File: src/rtl/mmio_periph_bank.sv
`default_nettype none
// ----------------------------------------------------------------------------
// mmio_periph_bank : LED / debounced switch / hex display / compare timer bank
// on the picorv32 native bus, with its own wait-state ready.  Rev 1.0
// ----------------------------------------------------------------------------
module mmio_periph_bank #(
   parameter logic [31:0] BASE_ADDR       = 32'h0000_8000,
   parameter int          LED_W           = 8,
   parameter int          SW_W            = 8,
   parameter int          HEX_DIGITS      = 6,
   parameter int          WAIT_STATES     = 0,
   parameter int          DEBOUNCE_CYCLES = 16
) (
   input  logic                    sys_clk,
   input  logic                    sys_resetn,
   input  logic                    mem_valid,
   input  logic [31:0]             mem_addr,
   input  logic [31:0]             mem_wdata,
   input  logic [3:0]              mem_wstrb,
   output logic                    mem_ready,
   output logic [31:0]             mem_rdata,
   output logic                    periph_sel,
   output logic [LED_W-1:0]        LEDR,
   input  logic [SW_W-1:0]         SW,
   output logic [4*HEX_DIGITS-1:0] hex_data,
   output logic [HEX_DIGITS-1:0]   hex_blank,
   output logic                    irq
);

   localparam int HEX_W  = 4 * HEX_DIGITS;
   localparam int WCNT_W = (WAIT_STATES > 1) ? $clog2(WAIT_STATES) : 1;
   localparam int DB_W   = (DEBOUNCE_CYCLES > 1) ? $clog2(DEBOUNCE_CYCLES) : 1;

   localparam logic [3:0] OFF_LED    = 4'h0;
   localparam logic [3:0] OFF_SW     = 4'h1;
   localparam logic [3:0] OFF_HEX    = 4'h4;
   localparam logic [3:0] OFF_BLANK  = 4'h5;
   localparam logic [3:0] OFF_TCOUNT = 4'h8;
   localparam logic [3:0] OFF_TCMP   = 4'h9;
   localparam logic [3:0] OFF_TCTRL  = 4'hA;
   localparam logic [3:0] OFF_TSTAT  = 4'hB;

   typedef enum logic [1:0] {S_IDLE = 2'd0, S_WAIT = 2'd1, S_ACK = 2'd2} state_t;

   state_t              state_q;
   logic [WCNT_W-1:0]   wcnt_q;
   logic                mem_ready_q;
   logic [31:0]         rdata_q;

   logic [LED_W-1:0]    led_q,    led_d;
   logic [HEX_W-1:0]    hex_q,    hex_d;
   logic [HEX_DIGITS-1:0] blank_q, blank_d;
   logic [31:0]         tcount_q, tcount_d;
   logic [31:0]         tcmp_q,   tcmp_d;
   logic [2:0]          ctrl_q,   ctrl_d;
   logic                flag_q,   flag_d;
   logic                irq_q;

   logic [SW_W-1:0]     sync1_q, sync2_q, swreg_q;
   logic [DB_W-1:0]     dbcnt_q;

   logic [3:0]          w_idx;
   logic                w_wr;
   logic                w_match;
   logic [31:0]         w_rd_mux;
   logic [31:0]         w_merge;
   logic                unused_ok;

   assign periph_sel = mem_valid && (mem_addr[31:6] == BASE_ADDR[31:6]);
   assign w_idx      = mem_addr[5:2];
   assign w_wr       = (state_q == S_ACK) && periph_sel && (mem_wstrb != 4'b0000);
   assign unused_ok  = ^mem_addr[1:0];

   function automatic logic [31:0] lane_merge(input logic [31:0] old_v,
                                              input logic [31:0] new_v,
                                              input logic [3:0]  be);
      logic [31:0] r;
      for (int b = 0; b < 4; b++) begin
         r[8*b +: 8] = be[b] ? new_v[8*b +: 8] : old_v[8*b +: 8];
      end
      return r;
   endfunction

   always_comb begin
      w_rd_mux = 32'd0;
      case (w_idx)
         OFF_LED:    w_rd_mux = 32'(led_q);
         OFF_SW:     w_rd_mux = 32'(swreg_q);
         OFF_HEX:    w_rd_mux = 32'(hex_q);
         OFF_BLANK:  w_rd_mux = 32'(blank_q);
         OFF_TCOUNT: w_rd_mux = tcount_q;
         OFF_TCMP:   w_rd_mux = tcmp_q;
         OFF_TCTRL:  w_rd_mux = {29'd0, ctrl_q};
         OFF_TSTAT:  w_rd_mux = {31'd0, flag_q};
         default:    w_rd_mux = 32'd0;
      endcase
   end

   // Strobed lanes replace the addressed register's current (zero-extended) value.
   assign w_merge = lane_merge(w_rd_mux, mem_wdata, mem_wstrb);

   always_ff @(posedge sys_clk or negedge sys_resetn) begin
      if (!sys_resetn) begin
         state_q     <= S_IDLE;
         wcnt_q      <= '0;
         mem_ready_q <= 1'b0;
         rdata_q     <= 32'd0;
      end else begin
         mem_ready_q <= 1'b0;
         case (state_q)
            S_IDLE: begin
               if (periph_sel) begin
                  wcnt_q <= '0;
                  if (WAIT_STATES == 0) begin
                     state_q     <= S_ACK;
                     mem_ready_q <= 1'b1;
                     rdata_q     <= w_rd_mux;
                  end else begin
                     state_q <= S_WAIT;
                  end
               end
            end
            S_WAIT: begin
               if (!periph_sel) begin
                  state_q <= S_IDLE;
               end else if (wcnt_q == WCNT_W'(WAIT_STATES - 1)) begin
                  state_q     <= S_ACK;
                  mem_ready_q <= 1'b1;
                  rdata_q     <= w_rd_mux;
               end else begin
                  wcnt_q <= wcnt_q + 1'b1;
               end
            end
            S_ACK:   state_q <= S_IDLE;
            default: state_q <= S_IDLE;
         endcase
      end
   end

   always_comb begin
      led_d    = led_q;
      hex_d    = hex_q;
      blank_d  = blank_q;
      tcmp_d   = tcmp_q;
      ctrl_d   = ctrl_q;
      flag_d   = flag_q;
      tcount_d = tcount_q;
      w_match  = ctrl_q[0] && (tcount_q == tcmp_q);

      if (ctrl_q[0]) begin
         tcount_d = (w_match && ctrl_q[2]) ? 32'd0 : tcount_q + 32'd1;
      end

      if (w_wr) begin
         case (w_idx)
            OFF_LED:    led_d    = w_merge[LED_W-1:0];
            OFF_HEX:    hex_d    = w_merge[HEX_W-1:0];
            OFF_BLANK:  blank_d  = w_merge[HEX_DIGITS-1:0];
            OFF_TCOUNT: tcount_d = w_merge;
            OFF_TCMP:   tcmp_d   = w_merge;
            OFF_TCTRL:  ctrl_d   = w_merge[2:0];
            OFF_TSTAT:  if (mem_wstrb[0] && mem_wdata[0]) flag_d = 1'b0;
            default:    ;
         endcase
      end

      // A match in the same cycle as a clear keeps the flag set.
      if (w_match) begin
         flag_d = 1'b1;
      end
   end

   always_ff @(posedge sys_clk or negedge sys_resetn) begin
      if (!sys_resetn) begin
         led_q    <= '0;
         hex_q    <= '0;
         blank_q  <= '0;
         tcount_q <= 32'd0;
         tcmp_q   <= 32'd0;
         ctrl_q   <= 3'd0;
         flag_q   <= 1'b0;
         irq_q    <= 1'b0;
      end else begin
         led_q    <= led_d;
         hex_q    <= hex_d;
         blank_q  <= blank_d;
         tcount_q <= tcount_d;
         tcmp_q   <= tcmp_d;
         ctrl_q   <= ctrl_d;
         flag_q   <= flag_d;
         irq_q    <= flag_d & ctrl_d[1];
      end
   end

   // The counter restarts on the edge where the synchronised value changes.
   always_ff @(posedge sys_clk or negedge sys_resetn) begin
      if (!sys_resetn) begin
         sync1_q <= '0;
         sync2_q <= '0;
         swreg_q <= '0;
         dbcnt_q <= '0;
      end else begin
         sync1_q <= SW;
         sync2_q <= sync1_q;
         if (sync1_q != sync2_q) begin
            dbcnt_q <= '0;
         end else if (dbcnt_q == DB_W'(DEBOUNCE_CYCLES - 1)) begin
            swreg_q <= sync2_q;
         end else begin
            dbcnt_q <= dbcnt_q + 1'b1;
         end
      end
   end

   assign mem_ready = mem_ready_q;
   assign mem_rdata = rdata_q;
   assign LEDR      = led_q;
   assign hex_data  = hex_q;
   assign hex_blank = blank_q;
   assign irq       = irq_q;

endmodule
`default_nettype wire
File: config.mk
export PLATFORM = sky130hd
export DESIGN_NAME = mmio_periph_bank
export DESIGN_NICKNAME = d
export VERILOG_FILES = /design/src/rtl/mmio_periph_bank.sv
export SDC_FILE = /design/constraint.sdc
export NUM_CORES = 1
export LEC_CHECK = 0
export BUFFER_PORTS_ARGS = -buffer_cell sky130_fd_sc_hd__buf_4
export CORE_MARGIN = 5
export CORE_UTILIZATION = 45
export DETAILED_ROUTE_END_ITERATION = 8
export PLACE_DENSITY = 0.74
export SLEW_MARGIN = 20
export SYNTH_ARGS = -nofsm -noshare
export SYNTH_HDL_FRONTEND = slang
export SYNTH_SLANG_ARGS = --single-unit
File: constraint.sdc
create_clock -name sys_clk -period 3.2 [get_ports sys_clk]
set_input_delay 0.64 -clock sys_clk [delete_from_list [all_inputs] [get_ports sys_clk]]
set_output_delay 0.64 -clock sys_clk [all_outputs]
set_load 0.05 [all_outputs]
==> impl_metrics.env <==
export IMPL_status="finished, final reports clean"
export IMPL_synthFlopType="dfrtp_1"
export IMPL_cap_violations=0
export IMPL_die_w_um=150
export IMPL_crit_path_start="mem_addr[18]"
export IMPL_cts_sinks=169
export IMPL_n_antenna_cell=0
export IMPL_setup_tns_ns=0
export IMPL_final_antenna_net_count=0
export IMPL_wl_per_cell_um=18.8
export IMPL_synth_edf_count=0
export IMPL_overflow=0
export IMPL_io_pins=152
export IMPL_dp_slack_ns=0.450
export IMPL_crit_cells=5
export IMPL_max_stage_delay_ns=0.56
export IMPL_path_cells="buf_4 -> or4_4 -> nor3_4 -> and2_1 -> buf_4"
export IMPL_postRouteWirelength_um=24100
export IMPL_crit_buf_inv=2
export IMPL_ys_types=68
export IMPL_synth_top_family_by_area="simple AND/OR/NAND/NOR gates"
export IMPL_ys_seq_elements=169
export IMPL_crit_end="periph_sel"
export IMPL_crit_path_frequent_cell="buf_4"
export IMPL_syn_avg_cell_area_um2=10.1
export IMPL_postCtsHoldBufs=0
export IMPL_dr_pass1_iters=5
export IMPL_cts_tree="built"
export IMPL_first_global_vias=7090
export IMPL_fillerInstances=1734
export IMPL_clkTransAtPathRegs_ns=0.08
export IMPL_relSlewSlack_pct=49.6
export IMPL_cp_max_fo=4
export IMPL_drc=0
export IMPL_die_height_um=150
export IMPL_numCtsBuffers=17
export IMPL_gp_congestion=0.929
export IMPL_postLayoutCellArea_um2=10700
export IMPL_drive_above_1_share_pct=23.3
export IMPL_ir_drop_v=0.000389
export IMPL_grtUsageTotal_pct=21.7
export IMPL_cp_start_kind="input pin"
export IMPL_syn_nets=953
export IMPL_hp_class="in2async"
export IMPL_grt_first_pass_wirelength_um=38400
export IMPL_pwr_density_cell_nw_per_um2=419
export IMPL_leakage_nw=4.86
export IMPL_r2r_slack_ns=0.77
export IMPL_regArea_um2=4230
export IMPL_reg2regPathDepth=5
export IMPL_cp_end_kind="primary output"
export IMPL_fp_dieArea_um2=22400
export IMPL_routed_via_density=5.57
export IMPL_start_util_pct=45.5
export IMPL_via_count=7122
export IMPL_num_rows=51
export IMPL_r2r_start="sync2_q[1]"
export IMPL_syn_cell_area_um2=8800
export IMPL_ys_seq_area_share_pct=48.1
export IMPL_worstReg2RegEnd="swreg_q[3]"
export IMPL_finClkSkew_ns=0.0119
export IMPL_synth_compound_area_share_pct=12.4
export IMPL_slowest_stage="or4_4"
export IMPL_core_um2=19300
export IMPL_setup_slack_ns=0.610
export IMPL_worst_setup_path_type="in2out"
export IMPL_yosys_area_share_adder_pct=0.284
export IMPL_setup_viol=0
export IMPL_clk_latency_ns=0.44
export IMPL_post_cts_buffers=0
export IMPL_clockBufferDepth=2
export IMPL_cp_required_ns=2.56
export IMPL_ys_warn_count=0
export IMPL_place_area_um2=10100
export IMPL_htree_levels=4
export IMPL_grt_antenna_before_repair=0
export IMPL_post_route_period_util_pct=80.9
export IMPL_multi_input_area_um2=4240
export IMPL_synthXorXnorAreaFrac_pct=7.07
export IMPL_finalHoldViolCount=0
export IMPL_post_dp_hpwl_um=17200
export IMPL_crit_family="simple AND/OR/NAND/NOR gates"
export IMPL_drv_slew=0
export IMPL_portBuffers=149
export IMPL_synth_simple_area_share_pct=19.5
export IMPL_syn_inst=872
export IMPL_rsz0062_at_grt="no"
export IMPL_cts_root_buf="clkbuf_16"
export IMPL_nNetsFinal=1081
export IMPL_async_flop_share_pct=100
export IMPL_grt_max_degree=65
export IMPL_max_freq_mhz=386
export IMPL_area_growth_pct=22.0
export IMPL_finalWorstPathRequiredPeriod_ns=2.59
export IMPL_worstMarginPinSlew_ns=0.754
export IMPL_drt_initial_drc_count=563
export IMPL_arrival_ns=1.95
export IMPL_cts_resized=0
export IMPL_synthMuxAreaShare_pct=8.59
==> cells by family after synthesis <==
kind of cell / after synthesis
simple gates: 316
mux: 71
flops: 169
buf+inv: 74
xor+xnor: 71
fa+ha+maj: 2
compound gates: 169
==> area by class of cell <==
| cell class | instances | share of cell area, % |
|---|---|---|
| Clock buffer | 17 | 3.96 |
| Timing Repair Buffer | 169 | 12.0 |
| Multi-Input combinational cell | 629 | 39.5 |
| Sequential cell | 169 | 39.4 |
| Tap cell | 265 | 3.09 |
| Clock inverter | 15 | 1.63 |
| Inverter | 14 | 0.490 |
==> per-stage QoR <==
step                cells  utilization (%)  total power [mW]  hold slack [ns]
detailed placement   1246             52.4              2.45            0.383
global placement     1246             52.4              2.45            0.384
global route         1278             55.5              4.62            0.208
floorplan             872                -              2.29            0.344
finish               1278             55.5              4.49            0.161
CTS                  1278             55.5              4.51            0.185
==> worst register-to-register path, cell delays in order (launching register included) <==
cell,delay (ns)
dfrtp_1,0.39
xor2_1,0.17
nor4_1,0.47
nand2_1,0.23
nor2_1,0.64
mux2_2,0.42
==> per-layer routing <==
metal | global-route usage (%) | part of all wire (%) | vias to the layer above | routed length, um
met5 | 0 | 0 | - | 0
met4 | 6.18 | 1.6 | 0 | 395
met3 | 4.78 | 6.6 | 32 | 1600
met2 | 34.5 | 47 | 254 | 11400
met1 | 30.1 | 44 | 3442 | 10700
li1 | - | - | 3394 | -
==> synthesized netlist by cell type, drive strengths merged (4+ instances only) <==
library cell	number	area, um^2
o31ai	24	180
o22ai	15	93.8
xor2	42	368
buf	33	199
clkbuf	27	104
mux2	36	405
nand3b	10	75.1
and4	8	70.1
nand4	20	131
nor3	15	86.3
nor4	27	196
xnor2	29	254
mux2i	35	350
and3	7	43.8
nand2	122	458
nor3b	5	37.5
nor2	26	100
o21ai	76	380
a22oi	12	90.1
nand2b	12	75.1
nand3	17	85.1
a21oi	4	20.0
dfrtp	169	4230
inv	14	52.6
or2	15	93.8
a22o	17	149
and2	12	75.1
==> sequential cells by signal (all words and copies together), names as in the netlist <==
| register | flops |
|---|---|
| mem_rdata | 32 |
| tcmp_q | 32 |
| tcount_q | 32 |
| hex_data | 24 |
| LEDR | 8 |
| swreg_q | 8 |
| sync1_q | 8 |
| sync2_q | 8 |
| hex_blank | 6 |
| dbcnt_q | 4 |
| ctrl_q | 3 |
| flag_q | 1 |
| irq | 1 |
| mem_ready | 1 |
| state_q | 1 |
==> power by group <==
part / switching [mW] / internal, mW
logic: 0.148 / 0.109
clock network: 1.03 / 1.06
registers: 0.00762 / 2.14
total: 1.18 / 3.31
==> how the worst min path moves through the flow <==
stage	cells past startpoint	endpoint	startpoint	slack, ns
after detailed placement	0	sync2_q[7]	sync1_q[7]	0.38
final	1	dbcnt_q[2]	sys_resetn	0.16
after CTS	1	dbcnt_q[2]	sys_resetn	0.19
after global placement	0	sync2_q[6]	sync1_q[6]	0.38
after global routing	1	dbcnt_q[2]	sys_resetn	0.21
after floorplan	0	LEDR[0]	sys_resetn	0.34
==> cells in the final DEF, fill, tap and decap left out, types with 13 or more instances in the layout <==
master	count
nand4_1	19
nor2_1	25
nand2_1	122
xnor2_1	29
inv_1	13
nor4_1	24
o22ai_1	15
buf_4	167
xor2_1	42
dfrtp_1	169
a22o_1	17
o31ai_1	24
mux2_1	20
clkbuf_16	17
nand3_1	17
o21ai_0	72
nor3_1	14
mux2i_1	35
mux2_2	16
(Power assumes the default switching activity.)
